**src/rtl/alu_seq.sv**
```systemverilog
// alu_seq: SAP-3 accumulator ALU with single-cycle ops plus multi-cycle shift-add MUL and restoring DIV.
// Define ALU_SEQ_DIV_EN to build the divider (opcode 0x13); when undefined DIV is a no-op and E reads 0.
module alu_seq #(
    parameter int WIDTH = 8
) (
    input  logic             clk,
    input  logic             rst_n,
    input  logic             cs,
    input  logic [4:0]       op,
    input  logic [WIDTH-1:0] bus,
    input  logic             a_we,
    input  logic             tmp_we,
    input  logic             flags_we,
    input  logic             a_store,
    input  logic             a_restore,
    output logic             busy,
    output logic             done,
    output logic [7:0]       flags,
    output logic [WIDTH-1:0] out,
    output logic [WIDTH-1:0] hi
);

    localparam int MSB = WIDTH - 1;
    localparam int CW  = $clog2(WIDTH + 1);

    localparam int F_Z = 0;
    localparam int F_C = 1;
    localparam int F_P = 2;
    localparam int F_S = 3;
    localparam int F_V = 4;
    localparam int F_E = 5;

    localparam logic [4:0] OP_ADD = 5'h00;
    localparam logic [4:0] OP_ADC = 5'h01;
    localparam logic [4:0] OP_SUB = 5'h02;
    localparam logic [4:0] OP_SBB = 5'h03;
    localparam logic [4:0] OP_ANA = 5'h04;
    localparam logic [4:0] OP_XRA = 5'h05;
    localparam logic [4:0] OP_ORA = 5'h06;
    localparam logic [4:0] OP_CMP = 5'h07;
    localparam logic [4:0] OP_RLC = 5'h08;
    localparam logic [4:0] OP_RRC = 5'h09;
    localparam logic [4:0] OP_RAL = 5'h0A;
    localparam logic [4:0] OP_RAR = 5'h0B;
    localparam logic [4:0] OP_CMA = 5'h0D;
    localparam logic [4:0] OP_STC = 5'h0E;
    localparam logic [4:0] OP_CMC = 5'h0F;
    localparam logic [4:0] OP_INR = 5'h10;
    localparam logic [4:0] OP_DCR = 5'h11;
    localparam logic [4:0] OP_MUL = 5'h12;
    localparam logic [4:0] OP_DIV = 5'h13;

    localparam logic [WIDTH-1:0] MAX_POS = {1'b0, {(WIDTH-1){1'b1}}};
    localparam logic [WIDTH-1:0] MIN_NEG = {1'b1, {(WIDTH-1){1'b0}}};

`ifdef ALU_SEQ_DIV_EN
    localparam logic [5:0] FLAG_MASK = 6'h3F;
`else
    localparam logic [5:0] FLAG_MASK = 6'h1F;
`endif

    typedef enum logic [1:0] {
        ST_IDLE,
        ST_RUN,
        ST_DONE
    } state_t;

    state_t           state_reg, state_next;
    logic [CW-1:0]    cnt_reg, cnt_next;
    logic [WIDTH-1:0] acc_reg, acc_next;
    logic [WIDTH-1:0] tmp_reg, tmp_next;
    logic [WIDTH-1:0] hi_reg, hi_next;
    logic [WIDTH-1:0] save_reg, save_next;
    logic [5:0]       flag_reg, flag_next;
    logic [WIDTH-1:0] w_hi_reg, w_hi_next;
    logic [WIDTH-1:0] w_lo_reg, w_lo_next;
    logic [WIDTH-1:0] w_b_reg, w_b_next;

    logic             accept;
    logic             start_mc;
    logic             start_div;
    logic             div_zero;
    logic             div_mode;
    logic [WIDTH-1:0] op_res;
    logic             op_acc_wr;
    logic [5:0]       op_flags;
    logic             op_flag_wr;
    logic [WIDTH:0]   arith;
    logic [5:0]       bus_flags;
    logic [WIDTH-1:0] step_hi;
    logic [WIDTH-1:0] step_lo;
    logic [5:0]       fin_flags;

    // bus may be narrower than the flag field when WIDTH < 6
    generate
        if (WIDTH >= 6) begin : g_bus_wide
            assign bus_flags = bus[5:0] & FLAG_MASK;
        end else begin : g_bus_narrow
            assign bus_flags = {{(6-WIDTH){1'b0}}, bus} & FLAG_MASK;
        end
    endgenerate

    function automatic logic [5:0] set_zps(input logic [WIDTH-1:0] r, input logic [5:0] f);
        logic [5:0] t;
        t      = f;
        t[F_Z] = (r == '0);
        t[F_P] = ~^r;
        t[F_S] = r[MSB];
        return t;
    endfunction

    assign accept   = cs && (state_reg != ST_RUN);
    assign start_mc = (accept && (op == OP_MUL)) || start_div;

`ifdef ALU_SEQ_DIV_EN
    logic div_mode_reg;

    assign start_div = accept && (op == OP_DIV) && (tmp_reg != '0);
    assign div_zero  = accept && (op == OP_DIV) && (tmp_reg == '0);
    assign div_mode  = div_mode_reg;

    always_ff @(posedge clk or negedge rst_n) begin
        if (!rst_n) begin
            div_mode_reg <= 1'b0;
        end else if (start_mc) begin
            div_mode_reg <= start_div;
        end
    end
`else
    assign start_div = 1'b0;
    assign div_zero  = 1'b0;
    assign div_mode  = 1'b0;
`endif

    // One iteration of the multi-cycle engine; w_hi/w_lo hold the partial {hi, lo} pair.
    always_comb begin
        logic [WIDTH:0] mul_sum;
        mul_sum = {1'b0, w_hi_reg} + (w_lo_reg[0] ? {1'b0, w_b_reg} : '0);
        step_hi = mul_sum[WIDTH:1];
        step_lo = {mul_sum[0], w_lo_reg[MSB:1]};
`ifdef ALU_SEQ_DIV_EN
        if (div_mode) begin
            logic [WIDTH:0] shifted;
            shifted = {w_hi_reg, w_lo_reg[MSB]};
            if (shifted >= {1'b0, w_b_reg}) begin
                step_hi = shifted[MSB:0] - w_b_reg;
                step_lo = {w_lo_reg[MSB-1:0], 1'b1};
            end else begin
                step_hi = shifted[MSB:0];
                step_lo = {w_lo_reg[MSB-1:0], 1'b0};
            end
        end
`endif
    end

    always_comb begin
        fin_flags = flag_reg;
        if (div_mode) begin
            fin_flags      = set_zps(step_lo, 6'h00);
        end else begin
            fin_flags[F_Z] = ({step_hi, step_lo} == '0);
            fin_flags[F_C] = (step_hi != '0);
            fin_flags[F_V] = (step_hi != '0);
            fin_flags[F_S] = step_hi[MSB];
            fin_flags[F_P] = ~^step_lo;
        end
    end

    // Single-cycle op decode; multi-cycle ops only start the engine.
    always_comb begin
        op_res     = acc_reg;
        op_acc_wr  = 1'b0;
        op_flags   = flag_reg;
        op_flag_wr = 1'b0;
        arith      = '0;
        case (op)
            OP_ADD, OP_ADC: begin
                arith      = {1'b0, acc_reg} + {1'b0, tmp_reg}
                           + {{WIDTH{1'b0}}, (op == OP_ADC) & flag_reg[F_C]};
                op_res     = arith[MSB:0];
                op_acc_wr  = 1'b1;
                op_flag_wr = 1'b1;
                op_flags   = set_zps(arith[MSB:0], flag_reg);
                op_flags[F_C] = arith[WIDTH];
                op_flags[F_V] = (acc_reg[MSB] == tmp_reg[MSB]) && (arith[MSB] != acc_reg[MSB]);
            end
            OP_SUB, OP_SBB, OP_CMP: begin
                arith      = {1'b0, acc_reg} - {1'b0, tmp_reg}
                           - {{WIDTH{1'b0}}, (op == OP_SBB) & flag_reg[F_C]};
                op_res     = arith[MSB:0];
                op_acc_wr  = (op != OP_CMP);
                op_flag_wr = 1'b1;
                op_flags   = set_zps(arith[MSB:0], flag_reg);
                op_flags[F_C] = arith[WIDTH];
                op_flags[F_V] = (acc_reg[MSB] != tmp_reg[MSB]) && (arith[MSB] != acc_reg[MSB]);
            end
            OP_ANA, OP_XRA, OP_ORA: begin
                if (op == OP_ANA)      op_res = acc_reg & tmp_reg;
                else if (op == OP_XRA) op_res = acc_reg ^ tmp_reg;
                else                   op_res = acc_reg | tmp_reg;
                op_acc_wr  = 1'b1;
                op_flag_wr = 1'b1;
                op_flags   = set_zps(op_res, flag_reg);
                op_flags[F_C] = 1'b0;
                op_flags[F_V] = 1'b0;
            end
            OP_RLC, OP_RAL: begin
                op_res     = {acc_reg[MSB-1:0], (op == OP_RLC) ? acc_reg[MSB] : flag_reg[F_C]};
                op_acc_wr  = 1'b1;
                op_flag_wr = 1'b1;
                op_flags[F_C] = acc_reg[MSB];
            end
            OP_RRC, OP_RAR: begin
                op_res     = {(op == OP_RRC) ? acc_reg[0] : flag_reg[F_C], acc_reg[MSB:1]};
                op_acc_wr  = 1'b1;
                op_flag_wr = 1'b1;
                op_flags[F_C] = acc_reg[0];
            end
            OP_CMA: begin
                op_res    = ~acc_reg;
                op_acc_wr = 1'b1;
            end
            OP_STC, OP_CMC: begin
                op_flag_wr = 1'b1;
                op_flags[F_C] = (op == OP_STC) ? 1'b1 : ~flag_reg[F_C];
            end
            OP_INR, OP_DCR: begin
                op_res     = (op == OP_INR) ? acc_reg + WIDTH'(1) : acc_reg - WIDTH'(1);
                op_acc_wr  = 1'b1;
                op_flag_wr = 1'b1;
                op_flags   = set_zps(op_res, flag_reg);
                op_flags[F_V] = (op == OP_INR) ? (acc_reg == MAX_POS) : (acc_reg == MIN_NEG);
            end
`ifdef ALU_SEQ_DIV_EN
            OP_DIV: begin
                if (tmp_reg == '0) begin
                    op_flag_wr = 1'b1;
                    op_flags[F_E] = 1'b1;
                    op_flags[F_C] = 1'b1;
                end
            end
`endif
            default: ;
        endcase
    end

    // Next-state and register-load logic; in RUN every programmer-visible input is ignored.
    always_comb begin
        state_next = state_reg;
        cnt_next   = cnt_reg;
        acc_next   = acc_reg;
        tmp_next   = tmp_reg;
        hi_next    = hi_reg;
        save_next  = save_reg;
        flag_next  = flag_reg;
        w_hi_next  = w_hi_reg;
        w_lo_next  = w_lo_reg;
        w_b_next   = w_b_reg;
        busy       = 1'b0;
        done       = 1'b0;
        case (state_reg)
            ST_RUN: begin
                busy      = 1'b1;
                w_hi_next = step_hi;
                w_lo_next = step_lo;
                cnt_next  = cnt_reg - CW'(1);
                if (cnt_reg == CW'(1)) begin
                    state_next = ST_DONE;
                    acc_next   = step_lo;
                    hi_next    = step_hi;
                    flag_next  = fin_flags;
                end
            end
            default: begin
                done       = (state_reg == ST_DONE);
                state_next = ST_IDLE;
                if (accept && op_acc_wr)  acc_next  = op_res;
                if (accept && op_flag_wr) flag_next = op_flags;
                if (start_mc) begin
                    state_next = ST_RUN;
                    cnt_next   = CW'(WIDTH);
                    w_hi_next  = '0;
                    w_lo_next  = acc_reg;
                    w_b_next   = tmp_reg;
                end else if (div_zero) begin
                    state_next = ST_DONE;
                end
                if (a_restore) acc_next  = save_reg;
                if (a_we)      acc_next  = bus;
                if (tmp_we)    tmp_next  = bus;
                if (a_store)   save_next = acc_reg;
                if (flags_we)  flag_next = bus_flags;
            end
        endcase
    end

    always_ff @(posedge clk or negedge rst_n) begin
        if (!rst_n) begin
            state_reg <= ST_IDLE;
            cnt_reg   <= '0;
            acc_reg   <= '0;
            tmp_reg   <= '0;
            hi_reg    <= '0;
            save_reg  <= '0;
            flag_reg  <= '0;
            w_hi_reg  <= '0;
            w_lo_reg  <= '0;
            w_b_reg   <= '0;
        end else begin
            state_reg <= state_next;
            cnt_reg   <= cnt_next;
            acc_reg   <= acc_next;
            tmp_reg   <= tmp_next;
            hi_reg    <= hi_next;
            save_reg  <= save_next;
            flag_reg  <= flag_next;
            w_hi_reg  <= w_hi_next;
            w_lo_reg  <= w_lo_next;
            w_b_reg   <= w_b_next;
        end
    end

    assign flags = {2'b00, flag_reg};
    assign out   = acc_reg;
    assign hi    = hi_reg;

endmodule

```
**config.mk**
```make
export PLATFORM = sky130hd
export DESIGN_NAME = alu_seq
export DESIGN_NICKNAME = d
export VERILOG_FILES = /design/src/rtl/alu_seq.sv
export SDC_FILE = /design/constraint.sdc
export NUM_CORES = 1
export LEC_CHECK = 0
export BUFFER_PORTS_ARGS = -buffer_cell sky130_fd_sc_hd__buf_2
export CORE_UTILIZATION = 65
export DETAILED_ROUTE_END_ITERATION = 12
export PLACE_DENSITY = 0.88
export SETUP_SLACK_MARGIN = 0.05
export SYNTH_ARGS = -nofsm -noshare
export SYNTH_HDL_FRONTEND = slang
export SYNTH_SLANG_ARGS = --single-unit
```
**constraint.sdc**
```tcl
create_clock -name clk -period 8.2 [get_ports clk]
set_input_delay 1.64 -clock clk [delete_from_list [all_inputs] [get_ports clk]]
set_output_delay 1.64 -clock clk [all_outputs]
set_load 0.005 [all_outputs]
```
==> Word-level counts from Yosys, hierarchy flattened <==
Cells that the tools add are included.
{ "word_totals": {"inputBits": 21, "wordCells": 133, "regBits": 68, "output_inout_bits": 26} }
{ "op_classes": {"reduce_logical": 41, "n_mux": 35, "n_addsub": 8, "n_bitwise": 8, "eq_ne": 29} }
{ "ops": {"columns": ["op", "count"], "rows": [
  ["8-bit two-way mux", 14],
  ["8-bit one-hot mux with 7 select lines", 1],
  ["8-bit XNOR reduction", 5],
  ["5-bit by 4-bit == test with 1-bit output (second input constant)", 7],
  ["8-bit zero test", 4],
  ["5-bit by 3-bit == test with 1-bit output (second input constant)", 4],
  ["8-bit by 8-bit adder with 9-bit output", 2],
  ["16-bit zero test", 1],
  ["8-bit nonzero test", 2],
  ["16-bit OR reduction", 1],
  ["5-bit == test (second input constant)", 3],
  ["6-bit two-way mux", 2],
  ["3-bit one-hot mux with 4 select lines", 1],
  ["12-bit OR reduction", 1],
  ["5-bit by 2-bit == test with 1-bit output (second input constant)", 2],
  ["5-bit two-way mux", 2],
  ["2-bit AND reduction", 5],
  ["10-bit nonzero test", 1],
  ["2-bit OR reduction", 5],
  ["9-bit by 1-bit adder with 9-bit output", 1],
  ["3-bit AND reduction", 3],
  ["8-bit by 8-bit subtractor with 9-bit output", 1],
  ["9-bit by 1-bit subtractor with 9-bit output", 1],
  ["8-bit by 1-bit adder with 8-bit output (second input constant)", 1],
  ["32 further kinds", 51]
]} }

==> Depth between registers and ports, before layout <==
{ "depth": {"depth_word": 9, "mapped_depth": 19, "mapped_depth_nobuf": 18} }

==> Worst setup path before layout <==
Ideal clock, no wire load.
{ "synth_timing": {"kind": "in2reg", "start": "input port op[1]", "end": "register flag_reg[2]", "required_ps": 8082, "setup_time_ps": 118, "t_arrival_ps": 5189, "path_slack_ps": 2893, "path_buffers": 1, "stages": 18, "cell_sequence": "clkbuf_1 inv_1 or4_1 fa_1 inv_1 ha_1 o21ai_0 a32oi_1 and4b_1 nor3_1 ha_1 xor2_1 xnor2_1 o22ai_1 a211oi_1 o21ai_0 a21oi_1 nor2_1"} }
{ "synth_between": {"elab_chain_cells": 9, "word_cells_on_any_way": 42, "classes_between": "add/sub: 2; eq/ne: 15; mux: 9; bitwise: 2; reduce/logical: 14"} }
{ "synth_lines": {"columns": ["element", "line", "source"], "rows": [
  ["from (decl)", "9", "input logic [4:0] op,"],
  ["branches (longest 9 deep; another with 9-bit by 1-bit subtractor with 9-bit output)", null, null],
  ["to (signal assigned)", "316", "flag_reg <= flag_next;"],
  ["to (decl)", "74", "logic [5:0] flag_reg, flag_next;"]
]} }
Several ways; the timed one is not identified. The select of a mux whose other input is x is not followed.
A chain may end at the register's enable or synchronous reset.

==> Worst setup path after layout <==
Same ends and word-level chain as after synthesis.

==> metrics.md <==
| Metric | Value |
|---|---|
| Delay-heaviest family, CP | simple AND/OR/NAND/NOR gates |
| Synthesized flop and latch total | 67 |
| Fin area | 0.00636 sq mm |
| Max-Slew Margin vs Limit | 29.5% |
| Synth Area in XOR/XNOR | 6.36% |
| CTS sink cnt | 67 |
| Largest family of logic cells by synthesized area | compound AO/OA/AOI/OAI gates |
| Final min period | 5.54 ns |
| Slew Limit Fails | 0 |
| WS Path Type | primary input to flop |
| Number of cells on the critical path | 18 |
| CP Launch Type | primary input |
| R2R depth | 17 |
| Sequential area share after synthesis | 28.3% |
| Top-area cell type share of the netlist area | 28.3% |
| Final period util | 67.5% |
| Fin Setup TNS | 0 ns |
| Post-synth EDFFs | 0 |
| Top-count cell post-synth | dfrtp_1 |
| Worst Setup SP | op[1] |
| Post-Syn Instances | 694 |
| Compound-Gate Fraction of Synth Area | 21.7% |
| Yosys warns | 0 |
| Routed Antenna Nets | 0 |
| Capturing point of the worst reg2reg path | flag_reg[2] |
| # diodes | 0 |
| DRC viols | 0 |
| Top cells by area, synth | dfrtp_1, ha_1, xnor2_1, o21ai_0, nand2_1 |
| CP endpoint | flag_reg[2] |
| Core Rows | 34 |
| Layout cells sized above 1 | 12.7% |
| Leading area contributor after synthesis | dfrtp_1 |
| GP Congestion | 1.00 |
| Largest net degree at the start of global routing | 68 |
| Crit path buffers/inverters | 3 |
| Final nets | 814 |
| First-pass GRT wire length | 28,500 microns |
| Total number of vias | 5,576 |
| Vias in the first global route | 5,350 |
| Sequential cell area | 0.00168 sq mm |
| Status | finished clean |
| Setup Slack @ Placement | 2.40 ns |
| Fillers | 690 |
| Core area | 0.00876 sq mm |
| Buffers on Ports | 43 |
| Ports | 47 |
| Total track usage | 38.9% |
| Grt ovf | 0 |
| Crit-path max cell delay | 0.59 ns |
| Syn Std Cell Area | 0.00592 sq mm |
| Post-CTS sizing | 0 |
| Number of CTS-inserted buffers | 9 |
| Worst path cell trace | buf_2 -> inv_1 -> or4_1 -> fa_1 -> inv_1 -> ha_1 -> o21ai_0 -> a32oi_1 -> and4b_1 -> nor3_1 -> ha_1 -> xor2_1 -> xnor2_1 -> o22ai_1 -> a211oi_1 -> o21ai_0 -> a21oi_1 -> nor2_1 |
| # setup viols final | 0 |
| Die Ht | 97.4 microns |
| Crit. End Element | flop |
| Starting density of the core | 67.5% |
| Ys async rst share | 100% |
| Required time worst endpoint | 8.45 ns |
| Adder-cell area share of the yosys netlist | 16.0% |
| CP max stage cell | or4_1 |
| Mux cell area share after synthesis | 4.78% |
| Die Wd | 97.4 microns |
| Drt pass-1 iters | 5 |
| Antenna violations before repair | 0 |
| PnR worst setup slack | 2.66 ns |
| Commonest cells in the netlist | dfrtp_1, ha_1, nand2_1 |
| Post-Route WL | 18,200 microns |
| Clk slew on worst S/H paths | 0.08 ns |
| Clock Path Buffers | 2 |
| Clk root buf | clkbuf_8 |
| Max-cap violations | 0 |
| Iter 0 DRT Violations | 585 |
| Area growth syn-to-layout | 7.52% |
| Detail Placement HPWL | 13,700 microns |
| CP Max Fanout | 19 |
| Die area | 0.00949 sq mm |
| Post-DP Area | 0.00616 sq mm |
| Fmax | 181 MHz |
| Skew final | 0.0123 ns |
| H-tree levels | 3 |
| CTS Hold Bufs | 0 |
| Vias per cell | 6.69 |
| WL/cell | 21.8 microns |
| Syn_area_per_cell | 8.53 sq um |
| Hold crit path type | flop to flop |
| CP arrival | 5.78 ns |
| Most used DFF post-synth | dfrtp_1 |
| Post-synthesis cell type count | 66 |
| Area of the multi-input gates | 0.00387 sq mm |
| RSZ-0062 raised after global routing | false |
| Measured slew at the worst slew-check pin | 1.04 ns |
| Simple-gate share of the synthesized area | 16.2% |
| Reg2Reg Setup Slack | 3.80 ns |
| CTS tree | yes |
| Worst skew pair latency | 0.35 ns |
| Hold Violations, Final | 0 |
| Reg2reg start | flag_reg[1] |
| Setup bufs post-CTS | 0 |
-- cell families after synthesis --
kind of cell | count (synthesis)
AND/OR/NAND/NOR | 194
AO/OA/AOI/OAI | 195
XOR/XNOR | 43
multiplexers | 26
buffers and inverters | 96
adder cells (fa/ha/maj) | 72
other | 1
flip-flops | 67
-- cell usage in the layout (no fill, tap or decap), drive strengths merged, types with 3 or more instances in the layout --
master,instances
nor4,4
a2111oi,5
and2,9
nand3b,4
a31oi,8
nand4,9
mux2,18
xnor2,31
o21ai,50
inv,63
o2111ai,4
fa,6
xor2,12
a221o,7
nand2,63
nor2b,7
o211ai,5
o221ai,4
o22ai,12
a211oi,6
conb,3
dfrtp,67
nor2,51
or3,4
a32oi,3
nor3,8
a211o,4
a21o,10
mux2i,8
o21a,7
clkinv,5
o31ai,3
clkbuf,9
a221oi,9
a21oi,45
buf,48
nand3,8
nand2b,14
ha,66
-- layer usage --
layer	wire, microns	GRT usage (%)	vias up
li1	-	-	2525
met1	7300	51.9	2642
met2	8070	60.0	356
met3	2200	12.4	53
met4	591	12.6	0
met5	0	0	-
-- per-stage QoR --
stage	utilization, %	hold slack [ns]	cells
4_1_cts	72.6	0.486	834
6_report	72.6	0.482	834
5_1_grt	72.6	0.500	834
2_1_floorplan	-	0.441	696
3_5_place_dp	70.3	0.467	818
3_3_place_gp	70.3	0.457	818
-- layout make-up --
class | count | area share, %
clock buffers | 9 | 1.95
flip-flops and latches | 67 | 26.3
clock inverters | 7 | 1.22
inverters | 62 | 3.66
multi-input cells | 533 | 60.7
well taps | 108 | 2.12
repair buffers | 48 | 3.97
-- tightest hold or removal path, delay by kind of cell, from the launching register on --
kind / cells / cell delay, ns
compound gates: 1 / 0.06
flops: 1 / 0.35
simple gates: 1 / 0.04
-- how the worst min path moves through the flow --
| stage | slack [ns] | cells after the start | end | from |
|---|---|---|---|---|
| final | 0.48 | 2 | hi[1] | hi[1] |
| after global placement | 0.46 | 2 | hi[4] | hi[4] |
| after detailed placement | 0.47 | 2 | hi[2] | hi[2] |
| after global routing | 0.50 | 1 | hi[7] | hi[7] |
| after floorplan | 0.44 | 2 | save_reg[1] | save_reg[1] |
| after CTS | 0.49 | 2 | hi[2] | hi[2] |
Power is not shown: default switching activity piles up to over one toggle a cycle in this logic, so the estimate is an artifact.
